--- config.mk ---
export PLATFORM = sky130hd
export DESIGN_NAME = imem_arbiter
export DESIGN_NICKNAME = d
export VERILOG_FILES = /design/src/rtl/imem_arbiter.sv
export SDC_FILE = /design/constraint.sdc
export NUM_CORES = 1
export LEC_CHECK = 0
export ABC_AREA = 1
export CORE_AREA = 2 2 98 100
export CTS_CLUSTER_DIAMETER = 200
export DETAILED_ROUTE_END_ITERATION = 7
export DIE_AREA = 0 0 100 102
export PLACE_DENSITY_LB_ADDON = 0.1
export SYNTH_ARGS = -nofsm -noshare
export SYNTH_HDL_FRONTEND = slang
export SYNTH_SLANG_ARGS = --single-unit
--- constraint.sdc ---
create_clock -name clk -period 2.7 [get_ports clk]
set_clock_uncertainty 0.1 [all_clocks]
set_input_delay 0.54 -clock clk [delete_from_list [all_inputs] [get_ports clk]]
set_output_delay 0.54 -clock clk [all_outputs]
set_load 0.02 [all_outputs]
--- src/rtl/imem_arbiter.sv ---
// -----------------------------------------------------------------------------
// imem_arbiter
//
// Shares a single-port, word-wide instruction memory (synchronous read,
// 1-cycle latency) between the CPU fetch stage and the program loader/debug
// port, and sequences boot: the CPU is held stalled in BOOT while the loader
// fills memory, released in RUN, and sent back through a one-cycle DRAIN when
// a reload is requested.
//
// Ports:
//   clk, rst                 clock, synchronous active-high reset
//   if_ce/if_addr            fetch request and byte address
//   if_stall                 fetch not granted this cycle (combinational)
//   if_valid/if_inst         fetch return, one cycle after grant
//   ld_req/ld_we/ld_addr/    loader request (held until ld_ack)
//   ld_wdata
//   ld_ack/ld_rdata          loader completion pulse and read data
//   ld_done/ld_reload        boot image loaded / return to BOOT
//   boot_mode                1 in BOOT or DRAIN
//   mem_ce/mem_we/mem_addr/  memory port, driven combinationally by the winner
//   mem_wdata/mem_rdata
// -----------------------------------------------------------------------------
module imem_arbiter #(
    parameter int MEM_AW       = 17,
    parameter int STARVE_LIMIT = 4
) (
    input  logic              clk,
    input  logic              rst,
    input  logic              if_ce,
    input  logic [31:0]       if_addr,
    output logic              if_stall,
    output logic              if_valid,
    output logic [31:0]       if_inst,
    input  logic              ld_req,
    input  logic              ld_we,
    input  logic [31:0]       ld_addr,
    input  logic [31:0]       ld_wdata,
    output logic              ld_ack,
    output logic [31:0]       ld_rdata,
    input  logic              ld_done,
    input  logic              ld_reload,
    output logic              boot_mode,
    output logic              mem_ce,
    output logic              mem_we,
    output logic [MEM_AW-1:0] mem_addr,
    output logic [31:0]       mem_wdata,
    input  logic [31:0]       mem_rdata
);

    localparam int SW = $clog2(STARVE_LIMIT + 1);

    typedef enum logic [1:0] {
        ST_BOOT  = 2'd0,
        ST_RUN   = 2'd1,
        ST_DRAIN = 2'd2
    } state_t;

    state_t        state_q, state_d;
    logic [SW-1:0] starve_q, starve_d;
    logic          if_ret_q, if_ret_d;     // fetch granted last cycle
    logic          ld_ret_q, ld_ret_d;     // loader granted last cycle
    logic          ld_ret_we_q, ld_ret_we_d;

    logic          ld_pend;
    logic          force_ld;
    logic          if_gnt;
    logic          ld_gnt;

    // ------------------------------------------------------------------
    // Grant decision and next state
    // ------------------------------------------------------------------
    always_comb begin
        state_d  = state_q;
        starve_d = starve_q;
        if_gnt   = 1'b0;
        ld_gnt   = 1'b0;
        force_ld = 1'b0;
        // A request still held during its own ack cycle is the old one
        // being dropped; it must not be granted a second time.
        ld_pend  = ld_req && !ld_ret_q;

        case (state_q)
            ST_BOOT: begin
                ld_gnt   = ld_pend;
                starve_d = '0;
                if (ld_done) begin
                    state_d = ST_RUN;
                end
            end
            ST_RUN: begin
                force_ld = ld_pend && (starve_q == SW'(STARVE_LIMIT));
                if_gnt   = if_ce && !force_ld;
                ld_gnt   = ld_pend && (!if_ce || force_ld);
                if (ld_gnt) begin
                    starve_d = '0;
                end else if (ld_pend && (starve_q != SW'(STARVE_LIMIT))) begin
                    starve_d = starve_q + 1'b1;
                end
                // ld_done is meaningless here, so reload always wins.
                if (ld_reload) begin
                    state_d = ST_DRAIN;
                end
            end
            ST_DRAIN: begin
                starve_d = '0;
                state_d  = ST_BOOT;
            end
            default: begin
                state_d = ST_BOOT;
            end
        endcase

        // No memory traffic is started while reset is held.
        if (rst) begin
            if_gnt = 1'b0;
            ld_gnt = 1'b0;
        end
    end

    assign if_ret_d    = if_gnt;
    assign ld_ret_d    = ld_gnt;
    assign ld_ret_we_d = ld_gnt && ld_we;

    always_ff @(posedge clk) begin
        if (rst) begin
            state_q     <= ST_BOOT;
            starve_q    <= '0;
            if_ret_q    <= 1'b0;
            ld_ret_q    <= 1'b0;
            ld_ret_we_q <= 1'b0;
        end else begin
            state_q     <= state_d;
            starve_q    <= starve_d;
            if_ret_q    <= if_ret_d;
            ld_ret_q    <= ld_ret_d;
            ld_ret_we_q <= ld_ret_we_d;
        end
    end

    // ------------------------------------------------------------------
    // Requester-side outputs. Returns are masked during reset so an
    // access in flight when rst rises is dropped rather than delivered.
    // ------------------------------------------------------------------
    assign if_stall  = if_ce && !if_gnt;
    assign if_valid  = if_ret_q && !rst;
    assign if_inst   = if_valid ? mem_rdata : 32'd0;
    assign ld_ack    = ld_ret_q && !rst;
    assign ld_rdata  = (ld_ack && !ld_ret_we_q) ? mem_rdata : 32'd0;
    assign boot_mode = rst || (state_q != ST_RUN);

    // ------------------------------------------------------------------
    // Memory port, muxed from the winner. Byte addresses are truncated to
    // the word index, so addresses wrap modulo the memory size.
    // ------------------------------------------------------------------
    assign mem_ce    = if_gnt || ld_gnt;
    assign mem_we    = ld_gnt && ld_we;
    assign mem_wdata = ld_gnt ? ld_wdata : 32'd0;

    for (genvar gi = 0; gi < MEM_AW; gi++) begin : g_addr
        assign mem_addr[gi] = ld_gnt ? ld_addr[gi+2] :
                              (if_gnt ? if_addr[gi+2] : 1'b0);
    end

    logic unused_addr_bits;
    assign unused_addr_bits = ^{if_addr[1:0], if_addr[31:MEM_AW+2],
                                ld_addr[1:0], ld_addr[31:MEM_AW+2]};

endmodule
Word level (Yosys, flattened, before mapping)
Cells that the tools add are included.
{"block": "word_totals", "word_cells": 85, "ff_bits": 8, "out_inout_bits": 119}
{"block": "classes", "mux": 47, "reduce_logical": 24, "eq_ne": 8, "add_sub_neg": 1}
{"cell": "32-bit 2-to-1 mux", "n": 3}
{"cell": "1-bit 2-to-1 mux", "n": 37}
{"cell": "1-bit logical AND", "n": 10}
{"cell": "1-bit zero test", "n": 6}
{"cell": "3-bit 2-to-1 mux", "n": 2}
{"cell": "3-bit inequality test, second input constant", "n": 2}
{"cell": "3-bit one-hot mux with 2 select lines", "n": 1}
{"cell": "2-bit 2-to-1 mux", "n": 2}
{"cell": "2-bit inequality test, second input constant", "n": 2}
{"cell": "2-bit one-hot mux with 2 select lines", "n": 1}
{"cell": "2-bit AND reduction", "n": 2}
{"cell": "3-bit by 1-bit adder with 3-bit output, second input constant", "n": 1}
{"cell": "3-bit equality test, second input constant", "n": 1}
{"cell": "1-bit logical OR", "n": 3}
{"cell": "2-bit by 1-bit equality test with 1-bit output, second input constant", "n": 1}
{"cell": "2-bit equality test, second input constant", "n": 1}
{"cell": "2-bit zero test", "n": 1}
{"cell": "2-bit by 1-bit inequality test with 1-bit output, second input constant", "n": 1}
{"cell": "1-bit one-hot mux with 2 select lines", "n": 1}
{"cell": "2-bit nonzero test", "n": 1}
{"cell": "2-bit OR reduction", "n": 1}

Longest topological paths before layout
{"block": "depth", "ltp_word": 9, "mapped_depth": 11}

Worst setup path before layout
Ideal clock, no wire load.
{"block": "synth_timing", "path_type": "in2out", "startpoint": "input rst", "endpoint": "output ld_rdata[10]", "arrival_ns": 1.527, "path_stages": 4, "setup_slack_ns": 0.533, "required_time_ns": 2.060, "path_cell_list": "nor2_1 nand2_1 buf_2 nor2_1"}
{"block": "synth_between", "elab_chain_len": 4}
{"item": "start, declared", "line": "28", "text": "input logic rst,"}
{"item": "1-bit zero test", "line": "147", "text": "assign ld_ack = ld_ret_q && !rst;"}
{"item": "1-bit logical AND", "line": "147"}
{"item": "1-bit logical AND", "line": "148", "text": "assign ld_rdata = (ld_ack && !ld_ret_we_q) ? mem_rdata : 32'd0;"}
{"item": "32-bit 2-to-1 mux", "line": "148"}
{"item": "end, declared", "line": "39", "text": "output logic [31:0] ld_rdata,"}
Every way passes these cells.

Final worst setup path
{"block": "layout_timing", "startpoint": "input if_ce", "endpoint": "output mem_addr[3]"}
{"block": "layout_between", "elab_chain_len": 6}
{"item": "start, declared", "line": "29", "text": "input logic if_ce,"}
{"item": "1-bit zero test", "line": "93", "text": "ld_gnt = ld_pend && (!if_ce || force_ld);"}
{"item": "1-bit logical OR", "line": "93"}
{"item": "1-bit logical AND", "line": "93"}
{"item": "1-bit one-hot mux with 2 select lines", "line": "82", "text": "case (state_q)"}
{"item": "1-bit 2-to-1 mux", "line": "114", "text": "if (rst) begin"}
{"item": "1-bit 2-to-1 mux (*)", "line": "160", "text": "assign mem_addr[gi] = ld_gnt ? ld_addr[gi+2] :"}
{"item": "end, declared", "line": "45", "text": "output logic [MEM_AW-1:0] mem_addr,"}
Mark *: on every way between the ends. The rest lies on a longest branch, timed or not.

==> results.json <==
{
  "die_w_um": 100,
  "seq_power_share_pct": 17.5,
  "fill_cells": 1014,
  "hold_ws_ns": 0.382,
  "crit_family": "buffers and inverters",
  "io_pins": 254,
  "grt.total_usage_pct": 11.3,
  "synth_area_per_cell_um2": 4.59,
  "arrival_ns": 2.00,
  "clk_transition_reported_paths_ns": 0.04,
  "dieArea_um2": 10200,
  "ant_nets": 0,
  "fmax_mhz": 378,
  "setup_viol": 0,
  "ys_seq_area_share_pct": 12.2,
  "finalHoldViolations": 0,
  "tritoncts": "yes",
  "max_cap_violations": 0,
  "port_buffers": 223,
  "area_delta_synth_final_pct": 182,
  "switchingPower_w": 0.000257,
  "r2r_setup_slack_ns": 1.16,
  "crit_path_start_kind": "input port",
  "crit_path_top_delay_cell": "clkdlybuf4s50_1",
  "p_int_w": 0.000474,
  "yosys-top-cells-area": "nor2_1 (30%), inv_1 (23%), nand2_1 (18%)",
  "synthDistinctLibCells": 22,
  "path_buf_inv": 5,
  "cts_buffer_depth": 2,
  "p_clk_share_pct": 19.2,
  "critPathMaxStageDelay_ns": 0.49,
  "placed_cells": 625,
  "antenna_found_initial": 0,
  "drt-initial-drc-count": 51,
  "grt_pass1_wl_mm": 9.49,
  "drtPass1Iterations": 4,
  "yosys.area.top_type": "nor2_1",
  "fin_nets": 663,
  "crit_top_cell": "nand2_1",
  "hpwl_mm": 5.54,
  "root_buffer": "clkbuf_8",
  "hold_class": "flop to flop",
  "routed_wl_mm": 6.99,
  "drc": 0,
  "synthCells": 286,
  "final_core_util_pct": 40.6,
  "vias": 2371,
  "final_cells": 635,
  "p_sw_share_pct": 35.2,
  "overflow": 0,
  "wire_per_inst_um": 11.0,
  "antenna_cells": 0,
  "tightest_slew_ns": 0.257,
  "die_h_um": 102,
  "initial_core_util_pct": 14.4,
  "path_max_fanout": 19,
  "power-per-cell-area_nw_per_um2": 198,
  "rows": 35,
  "clock_latency_ns": 0.22,
  "syn-num-nets": 423,
  "comb_power_share_pct": 63.3,
  "ys.warnings.count": 0,
  "cts_made_buffers": 3,
  "period_needed_ns": 2.64,
  "clkSinkCount": 8,
  "p_leak_nw": 2.24,
  "ys_seq_elements": 8,
  "core_area_um2": 9110,
  "h-tree-depth": 1,
  "first_global_vias": 2064,
  "syn_area_um2": 1310,
  "crit_path_cell_trace": "clkdlybuf4s50_1 -> nand2_1 -> clkinv_1 -> nand2_4 -> buf_4 -> nor2_4 -> buf_12 -> nand2_1 -> nand2_1 -> clkdlybuf4s15_2",
  "finalMaxSlewViolations": 0,
  "crit_type": "input port to output pin",
  "relSlewSlack_pct": 83.0,
  "p_total_w": 0.000731,
  "timing.final.crit_share_pct": 97.9,
  "crit_required_ns": 2.06,
  "synth_top_area_share_pct": 30.0,
  "peakVddDrop_mv": 0.149,
  "endpoint_kind": "output pin",
  "routabilityCongestion": 0.713,
  "grt_max_degree": 35,
  "status": "complete, no violations",
  "routed_via_density": 3.73,
  "drive_above_1_share_pct": 20.6
}
registers in the layout, summed over array words and instances, names as in the netlist:
| signal | cells |
|---|---|
| if_ret_q | 1 |
| ld_ret_q | 1 |
| ld_ret_we_q | 1 |
| starve_q | 3 |
| state_q | 2 |
synth_stat cells:
master    instances
inv_1            79
nand3_4           1
nand4_1           1
nand2_1          62
nand2_2           1
nor2_4            1
buf_2             6
inv_2             1
clkbuf_1          3
nor2_1          105
nand2_4           2
nand3_1           3
clkinv_1          1
inv_4             1
ha_1              2
o21ai_0           3
buf_4             1
nor2_8            1
buf_6             1
a211oi_1          1
a21oi_1           2
dfxtp_1           8
timing repair:
| action | in CTS | in global routing |
|---|---|---|
| hold buffers | 0 | 0 |
| setup buffers | 0 | 2 |
| pin swaps | 0 | 2 |
| setup endpoints to repair | 118 | 84 |
| cloned | 0 | 5 |
| gates resized for setup | 236 | 69 |
power groups by stage:
stage | Combinational [W] | Clock [W] | Sequential [W]
floorplan | 0.000177 | 0 | 0.000129
global placement | 0.000476 | 0 | 0.000130
detailed placement | 0.000478 | 0 | 0.000130
CTS | 0.000456 | 0.000144 | 0.000128
global route | 0.000501 | 0.000151 | 0.000128
finish | 0.000463 | 0.000140 | 0.000128
cell families after synthesis:
group                      after synthesis  synth area share [%]
AOI/OAI and AO/OA                        6                  2.48
adders and majority gates                2                  1.90
buffers and inverters                   93                  28.2
DFF                                      8                  12.2
and+or+nand+nor                        177                  55.2
layout make-up:
cell class	instances	area, um2	area share (%)
clock buffer	3	41.3	1.12
tap	111	139	3.75
multi-input combinational	185	788	21.3
timing repair inverter	1	8.76	0.237
sequential	8	160	4.33
timing repair buffer	245	2240	60.6
inverter	82	320	8.66
cells in the final DEF (no fill, tap or decap), drive strengths merged, types with 2 or more instances in the layout:
cell type      count
nand2             65
clkinv             2
dlygate4sd2       43
inv               81
clkdlybuf4s15     24
dfxtp              8
clkdlybuf4s50    104
buf               51
a21oi              2
nor2             107
nand3              4
o21ai              3
clkbuf            25
ha                 2
per-layer routing:
layer	up-vias	part of all wire [%]	track usage, %
met2	127	48	22.1
met5	-	0	0
met3	2	11	4.51
li1	1261	-	-
met4	0	0.11	0.632
met1	981	40	11.9
stage by stage:
step | area, um2 | setup TNS [ns] | setup slack [ns]
5_1_grt | 3700 | -0.00868 | -0.00429
3_3_place_gp | 3790 | -28.69 | -0.346
6_report | 3700 | 0 | 0.0555
2_1_floorplan | 1310 | 0 | 0.533
3_5_place_dp | 3790 | -28.60 | -0.373
4_1_cts | 3840 | 0 | 0.000119
path summary, 6_finish.rpt:
check	from	end	cells after the start
max	if_ce	mem_addr[3]	10
max reg2reg	starve_q[0]$_SDFFE_PP0P_	ld_ret_we_q$_SDFF_PP0_	10
min	starve_q[1]$_SDFFE_PP0P_	starve_q[1]$_SDFFE_PP0P_	2
min reg2reg	starve_q[1]$_SDFFE_PP0P_	starve_q[1]$_SDFFE_PP0P_	2
worst register-to-register path: stages, from the launching register on:
cell and delay (ns):
dfxtp_1 0.33, inv_1 0.07, ha_1 0.19, nand2_1 0.08, inv_1 0.08, nand2_4 0.09
nand2_4 0.06, nand3_4 0.08, buf_12 0.16, buf_8 0.15, nor2_1 0.05
Power figures use the tool's default switching activity.
